===== src/rtl/alu_pkg.sv =====
`default_nettype none
// ============================================================================
// Module      : alu_pkg
// Description : Opcodes, flag bit positions and sequencer states for alu_seq_core.
// Revision    : 1.0
// ============================================================================
package alu_pkg;
    localparam logic [4:0] OP_ADD   = 5'h00;
    localparam logic [4:0] OP_INC   = 5'h01;
    localparam logic [4:0] OP_SUB   = 5'h02;
    localparam logic [4:0] OP_DEP   = 5'h03;
    localparam logic [4:0] OP_AND   = 5'h04;
    localparam logic [4:0] OP_ORA   = 5'h05;
    localparam logic [4:0] OP_EOR   = 5'h06;
    localparam logic [4:0] OP_LDA   = 5'h07;
    localparam logic [4:0] OP_EXT   = 5'h08;
    localparam logic [4:0] OP_BSW   = 5'h09;
    localparam logic [4:0] OP_ROR   = 5'h0A;
    localparam logic [4:0] OP_ROL   = 5'h0B;
    localparam logic [4:0] OP_LDZ   = 5'h0C;
    localparam logic [4:0] OP_MUL   = 5'h10;
    localparam logic [4:0] OP_MULHU = 5'h11;
    localparam logic [4:0] OP_DIVU  = 5'h12;
    localparam logic [4:0] OP_REMU  = 5'h13;

    localparam logic [1:0] MD_MUL   = 2'd0;
    localparam logic [1:0] MD_MULHU = 2'd1;
    localparam logic [1:0] MD_DIVU  = 2'd2;
    localparam logic [1:0] MD_REMU  = 2'd3;

    localparam int FL_C = 0;
    localparam int FL_V = 1;
    localparam int FL_Z = 2;
    localparam int FL_N = 3;
    localparam int FL_A = 4;

    localparam logic [1:0] ST_IDLE = 2'd0;
    localparam logic [1:0] ST_RUN  = 2'd1;
    localparam logic [1:0] ST_DONE = 2'd2;
endpackage
`default_nettype wire


===== src/rtl/alu_muldiv_iter.sv =====
`default_nettype none
// ============================================================================
// Module      : alu_muldiv_iter
// Description : Radix-2 iterative unsigned multiply / restoring divide datapath.
// Revision    : 1.0
// ============================================================================
module alu_muldiv_iter
    import alu_pkg::*;
#(
    parameter int W = 16
)(
    input  logic         clk,
    input  logic         rst_n,
    input  logic         i_start,
    input  logic         i_step,
    input  logic [1:0]   i_op,
    input  logic [W-1:0] i_a,
    input  logic [W-1:0] i_b,
    output logic [W-1:0] o_result,
    output logic         o_carry
);
    // r_acc = {high/remainder, low/quotient}; r_opnd = multiplicand or divisor
    logic [2*W-1:0] r_acc;
    logic [W-1:0]   r_opnd;
    logic [1:0]     r_op;
    logic [W:0]     w_add;
    logic [W:0]     w_rem;
    logic [W:0]     w_diff;
    logic [2*W-1:0] w_next;

    always_comb begin
        w_add  = {1'b0, r_acc[2*W-1:W]} + (r_acc[0] ? {1'b0, r_opnd} : '0);
        w_rem  = {r_acc[2*W-1:W], r_acc[W-1]};
        w_diff = w_rem - {1'b0, r_opnd};
        if (!r_op[1])
            w_next = {w_add, r_acc[W-1:1]};
        else if (!w_diff[W])
            w_next = {w_diff[W-1:0], r_acc[W-2:0], 1'b1};
        else
            w_next = {w_rem[W-1:0], r_acc[W-2:0], 1'b0};
    end

    always_ff @(posedge clk or negedge rst_n) begin
        if (!rst_n) begin
            r_acc  <= '0;
            r_opnd <= '0;
            r_op   <= MD_MUL;
        end else if (i_start) begin
            r_acc  <= {{W{1'b0}}, i_a};
            r_opnd <= i_b;
            r_op   <= i_op;
        end else if (i_step) begin
            r_acc  <= w_next;
        end
    end

    // A zero divisor never fails the trial subtract: quotient all ones, remainder = dividend
    always_comb begin
        case (r_op)
            MD_MUL:   o_result = r_acc[W-1:0];
            MD_MULHU: o_result = r_acc[2*W-1:W];
            MD_DIVU:  o_result = r_acc[W-1:0];
            default:  o_result = r_acc[2*W-1:W];
        endcase
        o_carry = r_op[1] ? (r_opnd == '0) : (r_acc[2*W-1:W] != '0);
    end
endmodule
`default_nettype wire


===== src/rtl/alu_seq_core.sv =====
`default_nettype none
// ============================================================================
// Module      : alu_seq_core
// Description : W-bit ALU with dual-read register bank, flags register and
//               handshake-stalled iterative multiply/divide.
// Revision    : 1.0
// ============================================================================
module alu_seq_core
    import alu_pkg::*;
#(
    parameter int W         = 16,
    parameter int NREGS     = 8,
    parameter int FLAGS_IDX = 2,
    parameter int PC_IDX    = 3,
    localparam int RI       = $clog2(NREGS)
)(
    input  logic          clk,
    input  logic          rst_n,
    input  logic          op_valid,
    output logic          op_ready,
    input  logic [4:0]    alu_f,
    input  logic [RI-1:0] a_idx,
    input  logic [RI-1:0] b_idx,
    input  logic [RI-1:0] d_idx,
    input  logic          carry_mask,
    input  logic          sel_inp,
    input  logic [W-1:0]  t_imm,
    input  logic          wr_reg,
    input  logic          wr_flags,
    input  logic          wr_back_addr,
    output logic [W-1:0]  d_val,
    output logic [W-1:0]  flags,
    output logic [W-1:0]  mar_val,
    output logic [W-1:0]  mem_data,
    output logic          wr_pc,
    output logic          res_valid,
    output logic          busy
);
    localparam int CW = $clog2(W);

    logic [W-1:0]  r_bank [NREGS];
    logic [W-1:0]  r_sf;
    logic [1:0]    r_state;
    logic [1:0]    w_next_state;
    logic [CW-1:0] r_cnt;
    logic [RI-1:0] r_dst;
    logic          r_wr_reg;
    logic          r_wr_flags;

    logic [W-1:0]  w_a, w_b, w_s;
    logic          w_cin, w_nborrow, w_is_md, w_start, w_step;
    logic [RI-1:0] w_dst_sel;
    logic [W:0]    w_sum;
    logic [W-1:0]  w_alu_res, w_alu_fw, w_md_res, w_md_fw;
    logic          w_fc, w_fv, w_fa, w_md_c;
    logic          w_commit, w_c_wr_reg, w_c_wr_flags;
    logic [W-1:0]  w_c_res, w_c_fw;
    logic [RI-1:0] w_c_dst;

    assign w_a       = (a_idx == RI'(FLAGS_IDX)) ? r_sf : r_bank[a_idx];
    assign w_b       = (b_idx == RI'(FLAGS_IDX)) ? r_sf : r_bank[b_idx];
    assign w_s       = sel_inp ? w_b : t_imm;
    assign w_cin     = carry_mask & r_sf[FL_C];
    // Subtract treats C as "no borrow": unmasked subtract adds the full +1
    assign w_nborrow = carry_mask ? r_sf[FL_C] : 1'b1;
    assign w_is_md   = (alu_f[4:2] == 3'b100);
    assign w_start   = (r_state == ST_IDLE) & op_valid & w_is_md;
    assign w_dst_sel = wr_back_addr ? a_idx : d_idx;
    assign mar_val   = w_a + t_imm;
    assign mem_data  = w_b;
    assign flags     = r_sf;

    always_comb begin
        w_sum     = '0;
        w_alu_res = '0;
        w_fc      = 1'b0;
        w_fv      = 1'b0;
        w_fa      = 1'b0;
        case (alu_f)
            OP_ADD: begin
                w_sum     = {1'b0, w_a} + {1'b0, w_s} + {{W{1'b0}}, w_cin};
                w_alu_res = w_sum[W-1:0];
                w_fc      = w_sum[W];
                w_fv      = (w_a[W-1] == w_s[W-1]) && (w_alu_res[W-1] != w_a[W-1]);
            end
            OP_INC: begin
                w_sum     = {1'b0, w_b} + {{W{1'b0}}, 1'b1};
                w_alu_res = w_sum[W-1:0];
                w_fc      = w_sum[W];
                w_fv      = ~w_b[W-1] & w_alu_res[W-1];
            end
            OP_SUB: begin
                w_sum     = {1'b0, w_a} + {1'b0, ~w_s} + {{W{1'b0}}, w_nborrow};
                w_alu_res = w_sum[W-1:0];
                w_fc      = w_sum[W];
                w_fv      = (w_a[W-1] != w_s[W-1]) && (w_alu_res[W-1] != w_a[W-1]);
            end
            OP_DEP: begin
                w_fa      = |w_b;
                w_alu_res = w_b - {{(W-1){1'b0}}, w_fa};
                w_fc      = w_fa;
                w_fv      = w_b[W-1] & ~w_alu_res[W-1];
            end
            OP_AND: w_alu_res = w_a & w_s;
            OP_ORA: w_alu_res = w_a | w_s;
            OP_EOR: w_alu_res = w_a ^ w_s;
            OP_LDA: w_alu_res = w_s;
            OP_EXT: w_alu_res = {{(W-8){w_s[7]}}, w_s[7:0]};
            OP_BSW: begin
                w_alu_res       = w_s;
                w_alu_res[15:0] = {w_s[7:0], w_s[15:8]};
            end
            OP_ROR: begin
                w_alu_res = {w_cin, w_s[W-1:1]};
                w_fc      = w_s[0];
            end
            OP_ROL: begin
                w_alu_res = {w_s[W-2:0], w_cin};
                w_fc      = w_s[W-1];
            end
            default: ;
        endcase
    end

    assign w_alu_fw = {{(W-5){1'b0}}, w_fa, w_alu_res[W-1], (w_alu_res == '0), w_fv, w_fc};
    assign w_md_fw  = {{(W-5){1'b0}}, 1'b0, w_md_res[W-1], (w_md_res == '0), 1'b0, w_md_c};

    alu_muldiv_iter #(.W(W)) u_muldiv (
        .clk      (clk),
        .rst_n    (rst_n),
        .i_start  (w_start),
        .i_step   (w_step),
        .i_op     (alu_f[1:0]),
        .i_a      (w_a),
        .i_b      (w_s),
        .o_result (w_md_res),
        .o_carry  (w_md_c)
    );

    always_ff @(posedge clk or negedge rst_n) begin
        if (!rst_n) r_state <= ST_IDLE;
        else        r_state <= w_next_state;
    end

    always_comb begin
        w_next_state = r_state;
        case (r_state)
            ST_IDLE: if (w_start) w_next_state = ST_RUN;
            ST_RUN:  if (r_cnt == '0) w_next_state = ST_DONE;
            ST_DONE: w_next_state = ST_IDLE;
            default: w_next_state = ST_IDLE;
        endcase
    end

    always_comb begin
        op_ready     = (r_state == ST_IDLE);
        busy         = ~op_ready;
        w_step       = (r_state == ST_RUN);
        w_commit     = 1'b0;
        w_c_res      = w_alu_res;
        w_c_fw       = w_alu_fw;
        w_c_dst      = w_dst_sel;
        w_c_wr_reg   = wr_reg;
        w_c_wr_flags = wr_flags;
        case (r_state)
            ST_IDLE: w_commit = op_valid & ~w_is_md;
            ST_DONE: begin
                w_commit     = 1'b1;
                w_c_res      = w_md_res;
                w_c_fw       = w_md_fw;
                w_c_dst      = r_dst;
                w_c_wr_reg   = r_wr_reg;
                w_c_wr_flags = r_wr_flags;
            end
            default: ;
        endcase
        res_valid = w_commit;
        wr_pc     = w_commit & w_c_wr_reg & (w_c_dst == RI'(PC_IDX));
        d_val     = (r_state == ST_IDLE) ? w_alu_res : w_md_res;
    end

    // Flag-word write wins over a register write aimed at the flags alias
    always_ff @(posedge clk or negedge rst_n) begin
        if (!rst_n) begin
            r_sf       <= '0;
            r_cnt      <= '0;
            r_dst      <= '0;
            r_wr_reg   <= 1'b0;
            r_wr_flags <= 1'b0;
        end else begin
            if (w_commit && w_c_wr_flags)
                r_sf <= w_c_fw;
            else if (w_commit && w_c_wr_reg && (w_c_dst == RI'(FLAGS_IDX)))
                r_sf <= w_c_res;
            if (w_start) begin
                r_cnt      <= CW'(W-1);
                r_dst      <= w_dst_sel;
                r_wr_reg   <= wr_reg;
                r_wr_flags <= wr_flags;
            end else if (w_step) begin
                r_cnt      <= r_cnt - CW'(1);
            end
        end
    end

    always_ff @(posedge clk) begin
        if (w_commit && w_c_wr_reg && (w_c_dst != RI'(FLAGS_IDX)))
            r_bank[w_c_dst] <= w_c_res;
    end
endmodule
`default_nettype wire

===== config.mk =====
export PLATFORM = sky130hd
export DESIGN_NAME = alu_seq_core
export DESIGN_NICKNAME = d
export VERILOG_FILES = /design/src/rtl/alu_pkg.sv /design/src/rtl/alu_muldiv_iter.sv /design/src/rtl/alu_seq_core.sv
export SDC_FILE = /design/constraint.sdc
export NUM_CORES = 1
export LEC_CHECK = 0
export ABC_AREA = 1
export BUFFER_PORTS_ARGS = -buffer_cell sky130_fd_sc_hd__buf_2
export CAP_MARGIN = 30
export CORE_MARGIN = 10
export CORE_UTILIZATION = 48
export CTS_BUF_LIST = sky130_fd_sc_hd__clkbuf_8
export DETAILED_ROUTE_END_ITERATION = 10
export PLACE_DENSITY = 0.68
export SYNTH_ARGS = -nofsm -noshare
export SYNTH_HDL_FRONTEND = slang
export SYNTH_SLANG_ARGS = --single-unit

===== constraint.sdc =====
create_clock -name clk -period 12.37 [get_ports clk]
set_clock_uncertainty 0.2 [all_clocks]
set_input_delay 1.8555 -clock clk [delete_from_list [all_inputs] [get_ports clk]]
set_output_delay 1.8555 -clock clk [all_outputs]
set_load 0.005 [all_outputs]

### Word level (Yosys, flattened, before mapping)

Memories as Yosys holds them, arrays and structs flattened.
Index checks and enable logic that the tools add are counted.

* equal/unequal tests: 26
* reductions and logical operators: 19
* multiplexer cells: 32
* bitwise logic cells: 16
* $add $sub $neg: 10

Operators with widths (count)
* $pmux W16 S12: 1
* $mux W16: 9
* $mux W32: 4
* $logic_not A16 Y1: 3
* $add A16 B16 Y17: 2
* $add A17 B1 Y17: 2
* $eq A5 B3 Y1 const B: 4
* $eq A5 B4 Y1 const B: 4
* $add A16 B1 Y17 const B: 1
* $add A16 B17 Y17: 1
* $sub A17 B16 Y17: 1
* $add A16 B16 Y16: 1
* $and A16 B16 Y16: 1
* $not A16 Y16: 1
* $or A16 B16 Y16: 1
* $reduce_bool A16 Y1: 1
* $reduce_or A16 Y1: 1
* $sub A16 B1 Y16: 1
* $xor A16 B16 Y16: 1
* $eq A3 B2 Y1 const B: 4
* $eq A5 B2 Y1 const B: 2
* $and A1 B1 Y1: 8
* $mux W4: 2
* $mux W1: 7
* other kinds (25): 40

* RAM bits: 128
* output and inout bits: 68
* memories: 1
* input port bits: 38
* register bits: 77

Memories
* r_bank: words 8, width 16, rd ports 2, clocked after memory_dff 0, write ports 1, RTL line alu_seq_core.sv:41 `logic [W-1:0] r_bank [NREGS];`

### Longest topological paths before layout

Gate-level depths: netlist of run 1.

* depth after elaboration: 11
* gate-level depth with buffers: 34

### Hierarchy

From an unflattened synthesis of run 1, not the netlist that was laid out.

* cells, all modules: 2583
* area total of the unflattened synthesis: 17428.0 µm²

Modules (own cells, without submodules)
* alu_seq_core: seq. area each 4038.9 µm², cells each 1841, area each 12650.9 µm², times used 1
* alu_muldiv_iter: seq. area each 1251.2 µm², cells each 742, area each 4777.1 µm², times used 1

### Least setup slack after synthesis of run 1

OpenSTA, ideal clock, no wires.

* path type: input -> output
* start: input port b_idx[0]
* end: output port d_val[14]
* buffers on the path: 2
* cell stages on the path: 29
* data required time: 10314 ps
* arrival: 4951 ps
* path slack: 5363 ps
* path through: buf_6 > inv_6 > buf_6 > nand2_1 > nand3_1 > nand3_1 > nand2_2 > nand2_1 > nand2_1 > inv_1 > ha_1 > inv_1 > nand2_1 > ha_1 > or2_2 > fa_1 > nand3_1 > nand2_1 > nand4_1 > nand3_1 > nand2_1 > nand2_1 > nand2_1 > nand2_1 > nor2_1 > a21oi_1 > nand2_1 > nor2_2 > o21ai_0

* word-level cells in the longest chain between the ends: 8
* elaborated cells on any way between the ends: 17
* classes of those cells: add/sub (6); eq/ne (1); mux (4); bitwise (4); reduce/logical (1); memory (1)

Ends and longest elaborated chain
* from (decl): RTL line alu_seq_core.sv:23 `input logic [RI-1:0] b_idx,`
* $mem_v2 Z8 W16 or $eq A3 B2 Y1 (tied branches)
* $mux W16 *: RTL line alu_seq_core.sv:61 `assign w_b = (b_idx == RI'(FLAGS_IDX)) ? r_sf : r_bank[b_idx];`
* via mem_data[0]: RTL line alu_seq_core.sv:34 `output logic [W-1:0] mem_data,`
* $mux W16: RTL line alu_seq_core.sv:62 `assign w_s = sel_inp ? w_b : t_imm;`
* $not A16 Y16: RTL line alu_seq_core.sv:93 `w_sum = {1'b0, w_a} + {1'b0, ~w_s} + {{W{1'b0}}, w_nborrow};`
* $add A16 B16 Y17: RTL line alu_seq_core.sv:93
* $add A17 B1 Y17: RTL line alu_seq_core.sv:93
* $pmux W16 S12 *: RTL line alu_seq_core.sv:79 `case (alu_f)`
* $mux W16 *: RTL line alu_seq_core.sv:179 `d_val = (r_state == ST_IDLE) ? w_alu_res : w_md_res;`
* to (decl): RTL line alu_seq_core.sv:31 `output logic [W-1:0] d_val,`

The timed path passes the listed nets; every way through them passes the cells marked *.

### Worst setup path after layout of run 1

* start: input port b_idx[1]
* end: output port d_val[8]

* word-level cells in the longest chain between the ends: 8
* elaborated cells on any way between the ends: 17
* classes of those cells: add/sub (6); eq/ne (1); mux (4); bitwise (4); reduce/logical (1); memory (1)

Ends and longest elaborated chain (RTL line)
* $mem_v2 Z8 W16 or $eq A3 B2 Y1 (tied branches)
* $mux W16 *: alu_seq_core.sv:61
* $mux W16: alu_seq_core.sv:62
* $not A16 Y16: alu_seq_core.sv:93
* $add A16 B16 Y17: alu_seq_core.sv:93
* $add A17 B1 Y17: alu_seq_core.sv:93
* $pmux W16 S12 *: alu_seq_core.sv:79
* $mux W16 *: alu_seq_core.sv:179

Every way passes the cells marked *; elsewhere a longest branch is shown, timed or not.

==> results of run 1 <==
metrics by stage:
stage               std cells  cell area, µm²
floorplan                2414           16580
global placement         2903           17400
detailed placement       2908           17440
CTS                      2940           17840
global route             2940           17840
finish                   2940           17840
critical path, cell delays in order:
cell	delay, ps
buf_2	650
inv_4	390
nand3_1	220
nand3_1	120
nand2_2	220
nand2_1	70
nand2_1	140
inv_1	120
ha_1	210
inv_1	70
nand2_1	60
ha_1	170
or2_2	340
fa_1	450
nand3_1	100
nand2_1	150
nand3_1	110
nand2_1	90
o21ai_0	150
nand2_1	100
nor3_1	350
nand4_1	300
nand2_1	130
o21ai_0	170
buf_2	200
metal layers:
metal | routed length (µm) | GRT usage (%) | part of all wire (%) | up-vias
li1 | - | - | - | 8206
met1 | 26800 | 40.45 | 40 | 8288
met2 | 31050 | 50.69 | 46 | 988
met3 | 6068 | 5.470 | 9.0 | 177
met4 | 3589 | 16.18 | 5.3 | 2
met5 | 13 | 0 | 0.019 | -
power by group:
part	total [mW]	switching, mW	leakage, nW	internal [mW]
registers	0.969	0.169	2.00	0.800
clock network	0.433	0.246	0.213	0.187
logic	1.73	1.15	6.22	0.576
cells in the final DEF, fill, tap and decap left out, types with 7 or more instances in the layout:
cell type	count
a21oi_1	165
a221o_1	16
a31oi_1	10
buf_2	106
buf_4	28
clkbuf_8	17
dfrtp_1	77
edfxtp_1	112
ha_1	104
inv_1	245
inv_2	12
nand2_1	674
nand2_2	16
nand2_4	8
nand3_1	241
nand3_2	10
nand4_1	24
nor2_1	204
nor2_2	8
nor3_1	20
nor4_1	7
o211ai_1	10
o21a_1	9
o21ai_0	175
o21ai_1	15
o221ai_1	22
o22ai_1	18
or2_2	26
xnor2_1	9
xor2_1	23
area by class of cell:
type                    count  area share (%)
flip-flops and latches    189           29.65
clock inverters            15          0.9676
clock buffers              17           1.311
repair buffers            135           4.235
well taps                 455           3.190
multi-input cells        1867           55.10
inverters                 262           5.553
cell families after synthesis:
logic type	synth area share, %
flip-flops	31.91
buffers and inverters	8.807
XOR/XNOR	1.690
adder cells (fa/ha/maj)	8.452
AND/OR/NAND/NOR	32.84
AO/OA/AOI/OAI	16.30
final timing paths:
kind	from	endpoint	slack, ps
min	r_wr_reg$_DFFE_PN0P_	r_wr_reg$_DFFE_PN0P_	300
max in group asynchronous	rst_n	flags[2]$_DFFE_PN0P_	9710
max	b_idx[1]	d_val[8]	3350
min reg2reg	r_wr_reg$_DFFE_PN0P_	r_wr_reg$_DFFE_PN0P_	300
min in group asynchronous	rst_n	u_muldiv.r_opnd[10]$_DFFE_PN0P_	1090
max reg2reg	flags[0]$_DFFE_PN0P_	r_bank[4][8]$_DFFE_PP_	7200
==> results.sh, run 1 <==
export IMPL_syn_inst=2414
export IMPL_yosys_top_cells_count="nand2_1, inv_1, nand3_1"
export IMPL_final_nets=2619
export IMPL_regMostFlops="r_bank"
export IMPL_dr_pass1_iters=6
export IMPL_crit_type="in2out"
export IMPL_crit_arrival_ps=6960
export IMPL_setup_violations=0
export IMPL_maxSlewViolCount=0
export IMPL_fin_crit_sh_pct=72.91
export IMPL_grt_overflow_total=0
export IMPL_grt_start_max_net_pins=75
export IMPL_hold_path_class="reg2reg"
export IMPL_post_cts_buffers=0
export IMPL_cp_required_ps=10310
export IMPL_ys_warn_count=0
export IMPL_setup_tns_ps=0
export IMPL_post_route_worst_setup_slack_ps=3351
export IMPL_clk_latency_ps=520
export IMPL_fillers=3395
export IMPL_grt_pass1_wl_mm=102.2
export IMPL_diodes=0
export IMPL_htreeDepth=4
export IMPL_post_route_drc_count=0
export IMPL_holdPathStages=2
export IMPL_path_clk_slew_ps=90
export IMPL_io_pins=106
export IMPL_fmax_ghz=0.1109
export IMPL_critical_path_max_fanout=35
export IMPL_synth_area_leaders="edfxtp_1, nand2_1, dfrtp_1"
export IMPL_cts_buffers_inserted=17
export IMPL_area_delta_synth_final_pct=7.630
export IMPL_ff2ff_path_depth=23
export IMPL_cap_violations=0
export IMPL_ctsRootBufferMaster="clkbuf_8"
export IMPL_yosys_area_top_type_share_pct=20.29
export IMPL_largest_register_ffs=112
export IMPL_drtAntennaViolNets=0
export IMPL_port_buffers=105
export IMPL_slew_limit_headroom_pct=34.33
export IMPL_die_w_um=205.9
export IMPL_track_usage_pct=31.66
export IMPL_viasPerCell=6.007
export IMPL_power_static_leakage_nw=8.437
export IMPL_peakVddDrop_uv=133.7
export IMPL_rows=68
export IMPL_yosysUniqueCellTypes=53
export IMPL_cts_resized=0
export IMPL_yosysSeqAreaShare_pct=31.91
export IMPL_synth_top_area_cell="edfxtp_1"
export IMPL_layout_drive_gt1_share_pct=10.26
export IMPL_postLayoutCoreUtil_pct=52.04
export IMPL_rsz0062_at_grt="false"
export IMPL_synth_edf_count=112
export IMPL_clkSinkCount=189
export IMPL_reg_top3="r_bank (112), u_muldiv.r_acc (32)"
export IMPL_drtIter0Drc=2220
export IMPL_syn_cell_area_um2=16580
export IMPL_hold_viol=0
export IMPL_cts_buffer_depth=2
export IMPL_avgSynthCellArea_um2=6.868
export IMPL_p_total_mw=3.127
export IMPL_grt_pass1_vias=16640
export IMPL_multiInputGateArea_um2=9832
export IMPL_critPathCaptureType="output port"
export IMPL_timing_hold_ws_ps=299.9
export IMPL_async_flop_share_pct=40.74
export IMPL_cts_tree="built"
export IMPL_coreArea_um2=34290
export IMPL_place_hpwl_mm=51.12
export IMPL_pre_cts_ws_ps=3551
export IMPL_wl_per_cell_um=22.97
export IMPL_worstSetupStartpointType="input port"
export IMPL_period_minus_slack_ps=9019
export IMPL_status="completed"
export IMPL_dieArea_um2=42370
export IMPL_synthFlopType="edfxtp_1"
export IMPL_synth_most_common_cell="nand2_1"
export IMPL_antenna_found_initial=1
export IMPL_initial_core_util_pct=48.35
export IMPL_die_h_um=205.9
export IMPL_cts_hold_buf=0
export IMPL_cellPowerDensity_nw_per_um2=175.3
export IMPL_gp_congestion=1.049
export IMPL_synth_nets=2561
export IMPL_tightest_slew_ps=984.0
export IMPL_yosys_register_bits=189
export IMPL_drt_total_wl_mm=67.52
export IMPL_route_vias_total=17660
export IMPL_seq_area_um2=5290
Power figures use the tool's default switching activity.
==> run 2, diff against run 1 <==
--- a/config.mk
+++ b/config.mk
@@ -5,14 +5,14 @@
 export SDC_FILE = /design/constraint.sdc
 export NUM_CORES = 1
 export LEC_CHECK = 0
-export ABC_AREA = 1
+export ABC_AREA = 0
 export BUFFER_PORTS_ARGS = -buffer_cell sky130_fd_sc_hd__buf_2
 export CAP_MARGIN = 30
 export CORE_MARGIN = 10
 export CORE_UTILIZATION = 48
 export CTS_BUF_LIST = sky130_fd_sc_hd__clkbuf_8
 export DETAILED_ROUTE_END_ITERATION = 10
-export PLACE_DENSITY = 0.68
+export PLACE_DENSITY = 0.71
 export SYNTH_ARGS = -nofsm -noshare
 export SYNTH_HDL_FRONTEND = slang
 export SYNTH_SLANG_ARGS = --single-unit
==> constraint.sdc (replaced) <==
create_clock -name clk -period 8.2 [get_ports clk]
set_clock_uncertainty 0.2 [all_clocks]
set_input_delay 1.23 -clock clk [delete_from_list [all_inputs] [get_ports clk]]
set_output_delay 1.23 -clock clk [all_outputs]
set_load 0.005 [all_outputs]
==> results.sh, run 2 <==
export IMPL_synthFlopType="edfxtp_1"
export IMPL_grt_pass1_wl_mm=93.23
export IMPL_fmax_ghz=0.1265
export IMPL_avgSynthCellArea_um2=9.668
export IMPL_status="completed"
export IMPL_synth_top_area_cell="edfxtp_1"
export IMPL_cts_buffer_depth=2
export IMPL_fin_area_um2=17860
export IMPL_cts_buffers_inserted=17
export IMPL_track_usage_pct=29.53
export IMPL_ctsRootBufferMaster="clkbuf_8"
export IMPL_clkSinkCount=189
export IMPL_maxSlewViolCount=0
export IMPL_slew_limit_headroom_pct=27.17
export IMPL_fillers=3092
export IMPL_period_minus_slack_ps=7902
export IMPL_cts_tree="built"
export IMPL_grt_start_max_net_pins=64
export IMPL_setup_tns_ps=0
export IMPL_rows=67
export IMPL_dpl_cell_area_um2=17490
export IMPL_final_common_cell="nand2_1"
export IMPL_power_static_leakage_nw=7.297
export IMPL_yosys_area_top_type_share_pct=20.60
export IMPL_final_cell_mix="nand2_1, edfxtp_1, a21oi_1"
export IMPL_largest_register_ffs=112
export IMPL_dr_pass1_iters=6
export IMPL_met3_length_mm=5.375
export IMPL_gp_congestion=1.060
export IMPL_layout_drive_gt1_share_pct=19.74
export IMPL_wl_met1_mm=25.66
export IMPL_synthAdderAreaFrac_pct=8.582
export IMPL_cellPowerDensity_nw_per_um2=273.8
export IMPL_p_total_mw=4.889
export IMPL_ff2ff_path_depth=19
export IMPL_top_layer="met5"
export IMPL_yosys_register_bits=189
export IMPL_cp_required_ps=6770
export IMPL_viasPerCell=6.675
export IMPL_initial_core_util_pct=48.70
export IMPL_route_vias_total=14970
export IMPL_fin_crit_sh_pct=96.37
export IMPL_syn_inst=1689
export IMPL_cts_resized=0
export IMPL_critPathCaptureType="output port"
export IMPL_wl_met2_mm=28.41
export IMPL_synth_most_common_cell="nand2_1"
export IMPL_area_delta_synth_final_pct=9.355
export IMPL_crit_arrival_ps=6470
export IMPL_antenna_found_initial=1
export IMPL_drt_total_wl_mm=62.34
export IMPL_grt_overflow_total=0
export IMPL_regMostFlops="r_bank"
export IMPL_drtIter0Drc=1832
export IMPL_synth_area_leaders="edfxtp_1, dfrtp_1, ha_1"
export IMPL_synth_compound_area_share_pct=18.57
export IMPL_grt_pass1_vias=14470
export IMPL_critical_path_max_fanout=19
export IMPL_reg_top3="r_bank (112), u_muldiv.r_acc (32)"
export IMPL_synth_top_family_by_area="compound AO/OA/AOI/OAI gates"
export IMPL_io_pins=106
export IMPL_synth_mux_area_share_pct=15.85
export IMPL_die_h_um=204.4
export IMPL_syn_cell_area_um2=16330
export IMPL_worstSetupStartpointType="input port"
export IMPL_coreArea_um2=33530
export IMPL_ys_warn_count=0
export IMPL_post_route_worst_setup_slack_ps=297.7
export IMPL_pre_cts_ws_ps=451.5
export IMPL_final_nets=1927
export IMPL_tightest_slew_ps=1078
export IMPL_holdPathStages=1
export IMPL_hold_viol=0
export IMPL_crit_type="in2out"
export IMPL_setup_violations=0
export IMPL_path_clk_slew_ps=100
export IMPL_cap_violations=0
export IMPL_post_cts_buffers=0
export IMPL_die_w_um=204.4
export IMPL_hold_path_class="reg2reg"
export IMPL_htreeDepth=4
export IMPL_drtAntennaViolNets=0
export IMPL_dieArea_um2=41800
export IMPL_rsz0062_at_grt="false"
export IMPL_cts_hold_buf=0
export IMPL_synth_nets=1836
export IMPL_peakVddDrop_uv=251.6
export IMPL_post_route_drc_count=0
export IMPL_port_buffers=105
export IMPL_yosysSeqAreaShare_pct=32.40
export IMPL_synth_edf_count=112
export IMPL_synthSimpleGateAreaFrac_pct=16.57
export IMPL_async_flop_share_pct=40.74
export IMPL_clk_latency_ps=510
export IMPL_postLayoutCoreUtil_pct=53.25
export IMPL_yosysUniqueCellTypes=99
export IMPL_place_hpwl_mm=48.54
export IMPL_yosys_top_cells_count="nand2_1, edfxtp_1, a21oi_1"
export IMPL_wl_per_cell_um=27.80
export IMPL_synth_xor_area_share_pct=2.950
==> run 2: area by class of cell <==
type	count	area, µm²	share of cell area [%]
diodes	1	2.502	0.01401
clock buffers	17	234.0	1.310
clock inverters	15	125.1	0.7007
inverters	103	386.6	2.165
multi-input cells	1302	10230	57.28
flip-flops and latches	189	5290	29.62
well taps	448	560.5	3.139
repair buffers	167	1030	5.767
==> run 2: worst max-delay path, cell delays in order <==
cell	delay, ps
buf_2	450
buf_4	290
mux2_2	360
o22a_1	200
nand2_1	180
inv_2	120
nor4_1	530
nand4_1	220
ha_1	330
o2111ai_2	150
or2_4	210
and2b_1	190
ha_1	270
nand3_1	70
o2111ai_1	120
a211oi_1	280
nand3_1	110
a21oi_1	210
nor4_1	90
nor3_2	480
a21oi_1	180
buf_2	190
==> run 2: logic make-up after synthesis <==
logic type                 count (synthesis)
AOI/OAI and AO/OA                        440
muxes                                    158
buffers and inverters                    198
xor gates and xnor gates                  55
adders and majority gates                109
and+or+nand+nor                          540
DFF                                      189
==> run 2: path summary, 6_finish.rpt <==
check	start	to	slack, ps
max reg2reg	flags[0]$_DFFE_PN0P_	flags[12]$_DFFE_PN0P_	2340
max	b_idx[2]	d_val[15]	300
max in group asynchronous	rst_n	u_muldiv.r_acc[29]$_DFFE_PN0P_	6280
min in group asynchronous	rst_n	flags[14]$_DFFE_PN0P_	370
min reg2reg	r_cnt[0]$_DFFE_PN0P_	r_cnt[0]$_DFFE_PN0P_	310
min	r_cnt[0]$_DFFE_PN0P_	r_cnt[0]$_DFFE_PN0P_	310
==> run 2: through the flow <==
step	cells	hold WS, ps
after floorplan	1689	260.7
after global placement	2207	276.9
after detailed placement	2209	290.9
after CTS	2241	315.6
after global routing	2241	348.9
final	2242	314.0
==> run 2: where the power goes <==
group	switching, mW	leakage [nW]	internal (mW)
Combinational	1.66	5.12	1.17
Sequential	0.260	1.99	1.21
Clock	0.362	0.190	0.220
Total	2.28	7.30	2.61
==> run 2: per-layer routing <==
layer	up-vias	GRT usage, %
met5	-	0
met4	2	13.83
met3	148	6.087
met2	811	45.71
met1	7404	38.94
li1	6601	-
==> run 3, diff against run 2 <==
--- a/config.mk
+++ b/config.mk
@@ -12,7 +12,8 @@
 export CORE_UTILIZATION = 48
 export CTS_BUF_LIST = sky130_fd_sc_hd__clkbuf_8
 export DETAILED_ROUTE_END_ITERATION = 10
-export PLACE_DENSITY = 0.71
+export GPL_ROUTABILITY_DRIVEN = 1
+export PLACE_DENSITY = 0.69
 export SYNTH_ARGS = -nofsm -noshare
 export SYNTH_HDL_FRONTEND = slang
 export SYNTH_SLANG_ARGS = --single-unit
==> results.sh, run 3 (synthesized netlist as in run 2, its figures left out) <==
export IMPL_dr_pass1_iters=6
export IMPL_wl_met2_mm=28.82
export IMPL_hold_viol=0
export IMPL_post_route_drc_count=0
export IMPL_regMostFlops="r_bank"
export IMPL_drtIter0Drc=1587
export IMPL_power_static_leakage_nw=7.303
export IMPL_slew_limit_headroom_pct=26.62
export IMPL_grt_overflow_total=0
export IMPL_reg_top3="r_bank (112), u_muldiv.r_acc (32)"
export IMPL_layout_drive_gt1_share_pct=19.62
export IMPL_rsz0062_at_grt="false"
export IMPL_crit_type="in2out"
export IMPL_wl_per_cell_um=27.87
export IMPL_dieArea_um2=41800
export IMPL_die_h_um=204.4
export IMPL_cap_violations=0
export IMPL_place_hpwl_mm=48.12
export IMPL_drtAntennaViolNets=0
export IMPL_track_usage_pct=29.33
export IMPL_p_total_mw=4.946
export IMPL_pre_cts_ws_ps=396.1
export IMPL_hold_path_class="reg2reg"
export IMPL_critical_path_max_fanout=27
export IMPL_multiInputGateArea_um2=10220
export IMPL_period_minus_slack_ps=7931
export IMPL_top_layer="met4"
export IMPL_fin_area_um2=17880
export IMPL_fin_crit_sh_pct=96.72
export IMPL_cellPowerDensity_nw_per_um2=276.6
export IMPL_fmax_ghz=0.1261
export IMPL_ctsRootBufferMaster="clkbuf_8"
export IMPL_cts_tree="built"
export IMPL_initial_core_util_pct=48.70
export IMPL_grt_start_max_net_pins=63
export IMPL_drt_total_wl_mm=62.34
export IMPL_gp_congestion=1.024
export IMPL_io_pins=106
export IMPL_largest_register_ffs=112
export IMPL_coreArea_um2=33530
export IMPL_viasPerCell=6.670
export IMPL_antenna_found_initial=0
export IMPL_place_inst=2204
export IMPL_rows=67
export IMPL_post_route_worst_setup_slack_ps=268.8
export IMPL_crit_arrival_ps=6500
export IMPL_tightest_slew_ps=1101
export IMPL_route_vias_total=14920
export IMPL_setup_tns_ps=0
export IMPL_wl_met1_mm=25.67
export IMPL_diodes=0
export IMPL_postLayoutCoreUtil_pct=53.32
export IMPL_cp_required_ps=6770
export IMPL_final_common_cell="nand2_1"
export IMPL_final_cell_mix="nand2_1, edfxtp_1, a21oi_1"
export IMPL_grt_pass1_wl_mm=92.03
export IMPL_timing_hold_ws_ps=312.1
export IMPL_htreeDepth=4
export IMPL_cts_buffers_inserted=17
export IMPL_met3_length_mm=5.302
export IMPL_clkSinkCount=189
export IMPL_clk_latency_ps=520
export IMPL_critPathCaptureType="output port"
export IMPL_worstSetupStartpointType="input port"
export IMPL_die_w_um=204.4
export IMPL_seq_area_um2=5290
export IMPL_grt_pass1_vias=14220
export IMPL_port_buffers=105
export IMPL_setup_violations=0
export IMPL_path_clk_slew_ps=110
export IMPL_finalNonFillerCells=2237
export IMPL_maxSlewViolCount=0
export IMPL_final_nets=1923
export IMPL_fillers=3079
export IMPL_cts_buffer_depth=2
export IMPL_status="completed"
export IMPL_peakVddDrop_uv=310.0
export IMPL_dpl_cell_area_um2=17430
export IMPL_area_delta_synth_final_pct=9.493
==> run 3: changes by cell type in the layout (fill, tap and decap cells not counted), sizes merged <==
| cell | previous run | this run |
|---|---|---|
| clkinv | 4 | 7 |
| buf | 167 | 163 |
| clkinvlp | 1 | 0 |
| inv | 113 | 109 |
| bufinv | 0 | 2 |
| diode | 1 | 0 |
==> run 3: cell type report <==
type	count	area share, %
Inverter	103	2.162
Sequential cell	189	29.59
Timing Repair Buffer	163	5.514
Clock inverter	15	1.113
Tap cell	448	3.135
Clock buffer	17	1.309
Multi-Input combinational cell	1302	57.18
==> run 3: report_power, final <==
part / switching (mW) / internal (mW)
logic: 1.63 / 1.17
clock network: 0.381 / 0.288
registers: 0.261 / 1.21
==> run 3: final timing paths <==
check | depth (start not counted) | end | startpoint | slack, ps
setup / recovery | 21 | d_val[15] | b_idx[1] | 270
hold / removal | 1 | r_cnt[0]$_DFFE_PN0P_ | r_cnt[0]$_DFFE_PN0P_ | 310
setup reg to reg | 19 | flags[12]$_DFFE_PN0P_ | flags[0]$_DFFE_PN0P_ | 2320
hold reg to reg | 1 | r_cnt[0]$_DFFE_PN0P_ | r_cnt[0]$_DFFE_PN0P_ | 310
max in group asynchronous | 2 | u_muldiv.r_acc[0]$_DFFE_PN0P_ | rst_n | 6280
min in group asynchronous | 1 | r_dst[1]$_DFFE_PN0P_ | rst_n | 370
==> run 3: repair_timing <==
item | in CTS | in global routing
resized for setup | 0 | 1
endpoints found under the setup margin | 0 | 1
hold buffers | 0 | 0
buffers inserted | 0 | 0
==> run 3: worst max-delay path, cell delays in order <==
cell	delay, ps
buf_2	550
buf_4	280
mux4_1	610
mux2i_4	310
nand4_1	290
nor2_1	260
nand4_1	150
ha_1	370
o2111ai_2	160
or2_4	200
and2b_1	190
ha_1	280
nand3_1	70
o2111ai_1	120
a211oi_1	270
nand3_1	120
a21oi_1	200
nor4_1	90
nor3_2	380
a21oi_1	160
buf_2	190
==> run 3: layer usage <==
layer | global-route usage [%] | vias to the layer above
li1 | - | 6599
met1 | 38.37 | 7422
met2 | 46.52 | 775
met3 | 6.023 | 124
met4 | 12.09 | 0
met5 | 0 | -
